File: config.mk
export PLATFORM = sky130hd
export DESIGN_NAME = conv_accumulator
export DESIGN_NICKNAME = d
export VERILOG_FILES = /design/src/rtl/conv_accumulator_pkg.sv /design/src/rtl/conv_accumulator_x_align.sv /design/src/rtl/conv_accumulator.sv
export SDC_FILE = /design/constraint.sdc
export NUM_CORES = 1
export LEC_CHECK = 0
export CAP_MARGIN = 30
export CORE_AREA = 2 2 148 150
export CTS_CLUSTER_DIAMETER = 60
export DETAILED_ROUTE_END_ITERATION = 12
export DIE_AREA = 0 0 150 152
export SLEW_MARGIN = 10
export SYNTH_ARGS = -nofsm -noshare
export SYNTH_HDL_FRONTEND = slang
export SYNTH_SLANG_ARGS = --single-unit
File: constraint.sdc
create_clock -name Sclk -period 4.43 [get_ports Sclk]
set_clock_uncertainty 0.1 [all_clocks]
set_input_delay 1.329 -clock Sclk [delete_from_list [all_inputs] [get_ports Sclk]]
set_output_delay 1.329 -clock Sclk [all_outputs]
set_load 0.1 [all_outputs]
File: src/rtl/conv_accumulator_pkg.sv
// Shared constants for the power-of-two coefficient
// convolution accumulator: state codes, stage codes, widths.
package conv_accumulator_pkg;

  localparam int DEF_NUM_GROUPS = 16;
  localparam int DEF_ACC_W      = 40;
  localparam int DEF_X_W        = 16;

  localparam int SIGN_GUARD  = 8;
  localparam int ALIGN_GUARD = 16;

  localparam logic [3:0] S_IDLE       = 4'd0;
  localparam logic [3:0] S_RJ_ADDR    = 4'd1;
  localparam logic [3:0] S_RJ_LOAD    = 4'd2;
  localparam logic [3:0] S_COEF_ADDR  = 4'd3;
  localparam logic [3:0] S_X_ADDR     = 4'd4;
  localparam logic [3:0] S_ACCUM      = 4'd5;
  localparam logic [3:0] S_SHIFT      = 4'd6;
  localparam logic [3:0] S_SHIFT_LOAD = 4'd7;
  localparam logic [3:0] S_DONE       = 4'd8;

  localparam logic [2:0] CS_IDLE  = 3'b000;
  localparam logic [2:0] CS_ACCUM = 3'b010;
  localparam logic [2:0] CS_SHIFT = 3'b001;
  localparam logic [2:0] CS_DONE  = 3'b100;

endpackage

File: src/rtl/conv_accumulator_x_align.sv
// Sign-extends a sample, aligns it into the accumulator
// with low guard bits, and optionally negates it.
module x_align
  import conv_accumulator_pkg::*;
#(
  parameter int ACC_W = DEF_ACC_W,
  parameter int X_W   = DEF_X_W
) (
  input  logic [X_W-1:0]   x,
  input  logic             neg,
  output logic [ACC_W-1:0] term
);

  localparam int SG = ACC_W - X_W - ALIGN_GUARD;

  logic [ACC_W-1:0] ext;

  assign ext  = {{SG{x[X_W-1]}}, x, {ALIGN_GUARD{1'b0}}};
  assign term = neg ? -ext : ext;

endmodule

File: src/rtl/conv_accumulator.sv
// Sequences group/coefficient fetches, accumulates signed
// sample terms, and drives an external one-bit shifter.
module conv_accumulator
  import conv_accumulator_pkg::*;
#(
  parameter int NUM_GROUPS = DEF_NUM_GROUPS,
  parameter int ACC_W      = DEF_ACC_W,
  parameter int X_W        = DEF_X_W
) (
  input  logic             Sclk,
  input  logic             Reset,
  input  logic             start,
  input  logic [7:0]       n_ptr,
  input  logic             filled,
  output logic [3:0]       rj_addr,
  input  logic [15:0]      rj_data,
  output logic [8:0]       coeff_addr,
  input  logic [8:0]       coeff_data,
  output logic [7:0]       x_addr,
  input  logic [X_W-1:0]   x_data,
  output logic [ACC_W-1:0] acc,
  output logic [2:0]       calc_stage,
  input  logic [ACC_W-1:0] shift_data,
  output logic [ACC_W-1:0] result,
  output logic             busy,
  output logic             done
);

  localparam logic [3:0] LAST_G = 4'(NUM_GROUPS - 1);

  logic [3:0]       state;
  logic [3:0]       nxt;
  logic [3:0]       group;
  logic [15:0]      remaining;
  logic [7:0]       k;
  logic [7:0]       x_q;
  logic             neg;
  logic             skip;
  logic [ACC_W-1:0] term;

  assign rj_addr = group;
  assign busy    = (state != S_IDLE);
  assign done    = (state == S_DONE);
  assign skip    = !filled && (k > n_ptr);

  // Data address must reach memory in X_ADDR itself
  assign x_addr = (state == S_X_ADDR) ?
                  n_ptr - coeff_data[7:0] : x_q;

  x_align #(
    .ACC_W(ACC_W),
    .X_W  (X_W)
  ) u_align (
    .x   (x_data),
    .neg (neg),
    .term(term)
  );

  // Next-state selection
  always_comb begin
    nxt = state;
    unique case (state)
      S_IDLE:       if (start) nxt = S_RJ_ADDR;
      S_RJ_ADDR:    nxt = S_RJ_LOAD;
      S_RJ_LOAD:    nxt = (rj_data == 16'd0) ?
                          S_SHIFT : S_COEF_ADDR;
      S_COEF_ADDR:  nxt = S_X_ADDR;
      S_X_ADDR:     nxt = S_ACCUM;
      S_ACCUM:      nxt = (remaining == 16'd1) ?
                          S_SHIFT : S_COEF_ADDR;
      S_SHIFT:      nxt = S_SHIFT_LOAD;
      S_SHIFT_LOAD: nxt = (group < LAST_G) ?
                          S_RJ_ADDR : S_DONE;
      S_DONE:       nxt = S_IDLE;
      default:      nxt = S_IDLE;
    endcase
  end

  // Stage code seen by the shifter and status logic
  always_comb begin
    calc_stage = CS_IDLE;
    unique case (state)
      S_RJ_ADDR,
      S_RJ_LOAD,
      S_COEF_ADDR,
      S_X_ADDR,
      S_ACCUM,
      S_SHIFT_LOAD: calc_stage = CS_ACCUM;
      S_SHIFT:      calc_stage = CS_SHIFT;
      S_DONE:       calc_stage = CS_DONE;
      default:      calc_stage = CS_IDLE;
    endcase
  end

  // State, counters, accumulator and result registers
  always_ff @(posedge Sclk) begin
    if (Reset) begin
      state      <= S_IDLE;
      acc        <= '0;
      result     <= '0;
      group      <= '0;
      coeff_addr <= '0;
      x_q        <= '0;
      remaining  <= '0;
      k          <= '0;
      neg        <= 1'b0;
    end else begin
      state <= nxt;
      unique case (state)
        S_IDLE: begin
          if (start) begin
            acc        <= '0;
            group      <= '0;
            coeff_addr <= '0;
          end
        end
        S_RJ_LOAD: remaining <= rj_data;
        S_X_ADDR: begin
          k   <= coeff_data[7:0];
          neg <= coeff_data[8];
          x_q <= x_addr;
        end
        S_ACCUM: begin
          if (!skip) acc <= acc + term;
          coeff_addr <= coeff_addr + 9'd1;
          remaining  <= remaining - 16'd1;
        end
        S_SHIFT_LOAD: begin
          acc <= shift_data;
          if (group < LAST_G) group  <= group + 4'd1;
          else                result <= shift_data;
        end
        default: ;
      endcase
    end
  end

endmodule

# Yosys cells after proc, flatten, opt, wreduce, memory -nomap -nowiden
# Memory sizes are Yosys's and may differ from the RTL's. A register that Yosys moved wholly into a read port is not among the register bits.
# Cells that the tools add are included.
totals:
  n_memories: 1
  input_bits: 93
  reg_bits: 130
  output_inout_bits: 106
  rom_bits: 48
memory_table:
  columns: ["name", "words", "width", "rd", "rd_ports_with_merged_regs", "wr", "line", "source"]
  rows:
  - ["(name not given)", 16, 3, 1, 1, 0, "conv_accumulator.sv:82", "unique case (state)"]
classes:
  bitwise_logic: 1
  n_mux: 18
  order_cmp: 2
  add_sub_neg: 6
  eq_ne: 12
  n_reduce_logical: 13
ops:
  columns: ["operator", "n"]
  rows:
  - ["two-way mux 40 bit", 3]
  - ["one-hot mux 40 bit (3 select lines)", 1]
  - ["adder 40 bit", 1]
  - ["negator 40 bit", 1]
  - ["one-hot mux 16 bit (2 select lines)", 1]
  - ["one-hot mux 4 bit (8 select lines)", 1]
  - ["two-way mux 4 bit", 6]
  - ["one-hot mux 9 bit (2 select lines)", 1]
  - ["equality test 16 x 1 -> 1 bit, second input constant", 1]
  - ["equality test 4 x 3 -> 1 bit, second input constant", 4]
  - ["logical NOT 16 bit", 1]
  - ["subtractor 16 x 1 -> 16 bit, second input constant", 1]
  - ["adder 9 x 1 -> 9 bit, second input constant", 1]
  - ["two-way mux 9 bit", 1]
  - ["equality test 4 x 2 -> 1 bit, second input constant", 2]
  - ["greater-than comparator 8 bit", 1]
  - ["two-way mux 8 bit", 1]
  - ["one-hot mux 4 bit (2 select lines)", 1]
  - ["subtractor 8 bit", 1]
  - ["two-way mux 3 bit", 2]
  - ["inequality test 2 bit, second input constant", 3]
  - ["AND reduction 3 bit", 2]
  - ["nonzero test 2 bit", 3]
  - ["adder 4 x 1 -> 4 bit, second input constant", 1]
  - ["10 further kinds", 11]

# Longest topological paths before layout
depth:
  ltp_word: 5
  depth_mapped: 15
  ltp_nobuf: 14

# By module
# Synthesis repeated with hierarchy kept, for this count alone.
unflattened:
  cells_unflattened: 1130
  area_unflattened_um2: 8742.1
by_module_without_submodules:
  columns: ["module", "area_per_inst_um2", "seq_area_each_um2", "instances", "cells_per_inst"]
  rows:
  - ["conv_accumulator", 8215.4, 2662.6, 1, 1057]
  - ["x_align", 526.8, 0.0, 1, 73]

# Worst setup path before layout
# Ideal clock, no wire load.
synth_timing:
  path_kind: "input to output"
  start: "input n_ptr[0]"
  end: "output x_addr[4]"
  cell_stages: 7
  t_required_ps: 3001
  n_path_buf: 0
  arrival_ps: 4615
  slack_ps: -1614
  path_cell_list: "inv_1 -> ha_1 -> fa_1 -> nor2b_1 -> o21ai_0 -> and3_1 -> o31ai_1"
synth_between:
  elab_chain_len: 2
synth_lines:
  columns: ["element", "line", "source"]
  rows:
  - ["from (decl)", "conv_accumulator.sv:13", "input logic [7:0] n_ptr,"]
  - ["subtractor 8 bit", "conv_accumulator.sv:48", "n_ptr - coeff_data[7:0] : x_q;"]
  - ["two-way mux 8 bit", "conv_accumulator.sv:47", "assign x_addr = (state == S_X_ADDR) ?"]
  - ["to (decl)", "conv_accumulator.sv:19", "output logic [7:0] x_addr,"]
# Every way passes these cells.

# Worst setup path after layout
layout_timing:
  start: "input n_ptr[0]"
  end: "output x_addr[6]"
# The elaborated chain is that of the path after synthesis.

==> flow_metrics.env <==
export IMPL_num_rows=54
export IMPL_p_leak_uw=0.00436
export IMPL_holdWs_ps=353
export IMPL_place_ws_ps=-712
export IMPL_synth_top_cells_by_count="nand2_1, dfxtp_1, a21oi_1"
export IMPL_antenna_cells=0
export IMPL_clk_pin_slew_ps=60
export IMPL_ios=199
export IMPL_insertion_delay_ps=420
export IMPL_yosys_most_used_dff="dfxtp_1"
export IMPL_cts_root_buffer="clkbuf_16"
export IMPL_period_minus_slack_ps=4520
export IMPL_worst_pin_slew_ps=1040
export IMPL_ys_warn_count=0
export IMPL_critPathMaxFanout=2
export IMPL_wirelength_um=23000
export IMPL_cpPeakStageDelay_ps=390
export IMPL_antenna_found_initial=0
export IMPL_cts_max_path_buffers=2
export IMPL_final_area_mm2=0.0113
export IMPL_post_drt_wl_per_cell_um=15.6
export IMPL_synth_area_leaders="dfxtp_1, ha_1, nand2_1"
export IMPL_ir_drop_v=0.000200
export IMPL_violations="negative setup slack"
export IMPL_start_util_pct=34.3
export IMPL_syn_area_mm2=0.00731
export IMPL_syn_inst=912
export IMPL_finalSetupTns_ps=-182
export IMPL_synth_area_leader_cell="dfxtp_1"
export IMPL_rsz0062_at_grt="true"
export IMPL_nNetsFinal=1323
export IMPL_async_reset_ff_share_pct=0
export IMPL_dpl_cell_count=1435
export IMPL_outcome="finished, violations left"
export IMPL_setup_ws_ps=-86.4
export IMPL_syn_nets=1056
export IMPL_grt_pass1_wl_um=36200
export IMPL_final_cell_count_no_fill=1472
export IMPL_setup_viol=3
export IMPL_worstPathCellList="buf_8 -> inv_4 -> ha_4 -> fa_2 -> nor2b_1 -> o21ai_1 -> a21oi_1 -> buf_4 -> o21ai_2 -> a211o_1 -> nand3_4 -> buf_12"
export IMPL_finalCritPeriodShare_pct=102
export IMPL_max_freq_mhz=221
export IMPL_cts_sinks=133
export IMPL_crit_path_start_kind="input pin"
export IMPL_maxCapViolCount=0
export IMPL_powerDensity_mw_per_mm2=300
export IMPL_worstPathRequired_ps=3000
export IMPL_area_delta_synth_final_pct=55.1
export IMPL_port_buffers=198
export IMPL_cts_hold_fix_buffers=0
export IMPL_hold_class="register to register"
export IMPL_vias=7440
export IMPL_synth_most_common_cell="nand2_1"
export IMPL_track_usage_pct=19.9
export IMPL_htree_levels=4
export IMPL_grt_pass1_vias=6952
export IMPL_die_y_um=152
export IMPL_numCtsBuffers=17
export IMPL_core_area_mm2=0.0214
export IMPL_crit_path_end_kind="output pin"
export IMPL_cp_slowest_cell="fa_2"
export IMPL_synth_top_cell_area_share_pct=36.4
export IMPL_overflow=0
export IMPL_via_per_inst=5.05
export IMPL_drt_pass1_iterations=5
export IMPL_relSlewSlack_pct=30.2
export IMPL_path_class="input pin to output pin"
export IMPL_dieArea_mm2=0.0228
export IMPL_postPlaceCellArea_mm2=0.0104
export IMPL_arrival_ps=3090
export IMPL_cts_tree="yes"
export IMPL_drt_iter0_drc=440
export IMPL_grt_max_degree=76
export IMPL_dp_hpwl_um=16900
export IMPL_ant_nets=0
export IMPL_maxSlewViolCount=0
export IMPL_drc=0
export IMPL_syn_area_per_cell_um2=8.02
export IMPL_ys_seq_area_share_pct=36.4
export IMPL_synth_seq_cells=133
export IMPL_yosysUniqueCellTypes=63
export IMPL_place_gp_congestion=0.888
export IMPL_synth_edf_count=0
export IMPL_layout_drive_gt1_share_pct=18.6
export IMPL_hold_viol=0
export IMPL_die_w_um=150
critical path: cells and delay by family:
family,cells,cell delay [ps]
buffers and inverters,4,410
and+or+nand+nor,2,210
adders and majority gates,2,540
AOI/OAI and AO/OA,4,590
area by class of cell:
type                            count  area (um^2)
Multi-Input combinational cell    697         4710
Fill cell                        2033        10000
Inverter                           32          135
Tap cell                          280          350
Clock buffer                       19          453
Clock inverter                     13          170
Sequential cell                   133         2660
Timing Repair Buffer              298         2860
state kept, by name, indices dropped and copies added (netlist names):
name / cells
acc: 40
result: 40
remaining: 16
coeff_addr: 9
k: 8
x_q: 8
rj_addr: 4
state: 4
calc_stage: 3
neg: 1
power by group:
| group | switching, uW | internal [uW] |
|---|---|---|
| logic | 367 | 288 |
| clock network | 564 | 924 |
| registers | 33.0 | 1220 |
| total | 964 | 2430 |
worst paths after layout:
kind | startpoint | endpoint | slack, ps | cells past startpoint
worst max register to register | neg | acc[38] | 1190 | 9
worst min-delay path | result[14] | result[14] | 350 | 2
worst min register to register | result[14] | result[14] | 350 | 2
worst max-delay path | n_ptr[0] | x_addr[6] | -90 | 12
cell usage in the layout, fill, tap and decap left out, types with 6 or more instances in the layout:
master           synthesis  routed
and3_1                   7       7
a21oi_1                101      95
ha_4                     0       7
o21a_1                  11      11
a22oi_1                 35      34
a31oi_1                  7       7
dlygate4sd2_1            0      13
buf_4                    0      98
o21ai_1                  1       6
o21ai_0                 31      15
dfxtp_1                133     133
nand4_1                  6       6
nor3_1                  16      16
clkbuf_16                0      17
buf_12                   0       9
nor2_1                  75      73
and2_1                  11      10
a21o_1                   8       8
xnor2_1                 28      26
nand3_1                 18      16
nor4_1                   7       6
o21ai_2                  0      10
xor2_1                  14      14
inv_1                   31      26
ha_1                    49      42
o211ai_1                 7       7
o22ai_1                 12      12
a221oi_1                12      11
nand2_1                149     145
clkdlybuf4s50_1          0     166
logic make-up after synthesis:
kind of cell,share of synthesized area (%)
flops,36.4
buf+inv,4.35
xor+xnor,5.03
mux,0.753
compound gates,23.2
fa+ha+maj,8.93
simple gates,21.3
metal layers:
metal,up-vias,global-route usage (%),wire [um]
met1,3461,26.6,10800
met3,18,3.90,957
met2,159,32.6,11000
met4,0,5.44,287
met5,-,0,0
li1,3802,-,-
metrics by stage:
stage,util (%),power (uW)
3_5_place_dp,48.8,1910
2_1_floorplan,-,1630
4_1_cts,52.6,3430
5_1_grt,53.1,3550
3_3_place_gp,48.4,1890
6_report,53.1,3400
timing repair:
action                     CTS  global route
setup buffers                3             2
pin swaps                   41            28
gates cloned                 0             0
gates resized for setup     87            26
setup endpoints to repair   15            14
(Power assumes the default switching activity.)
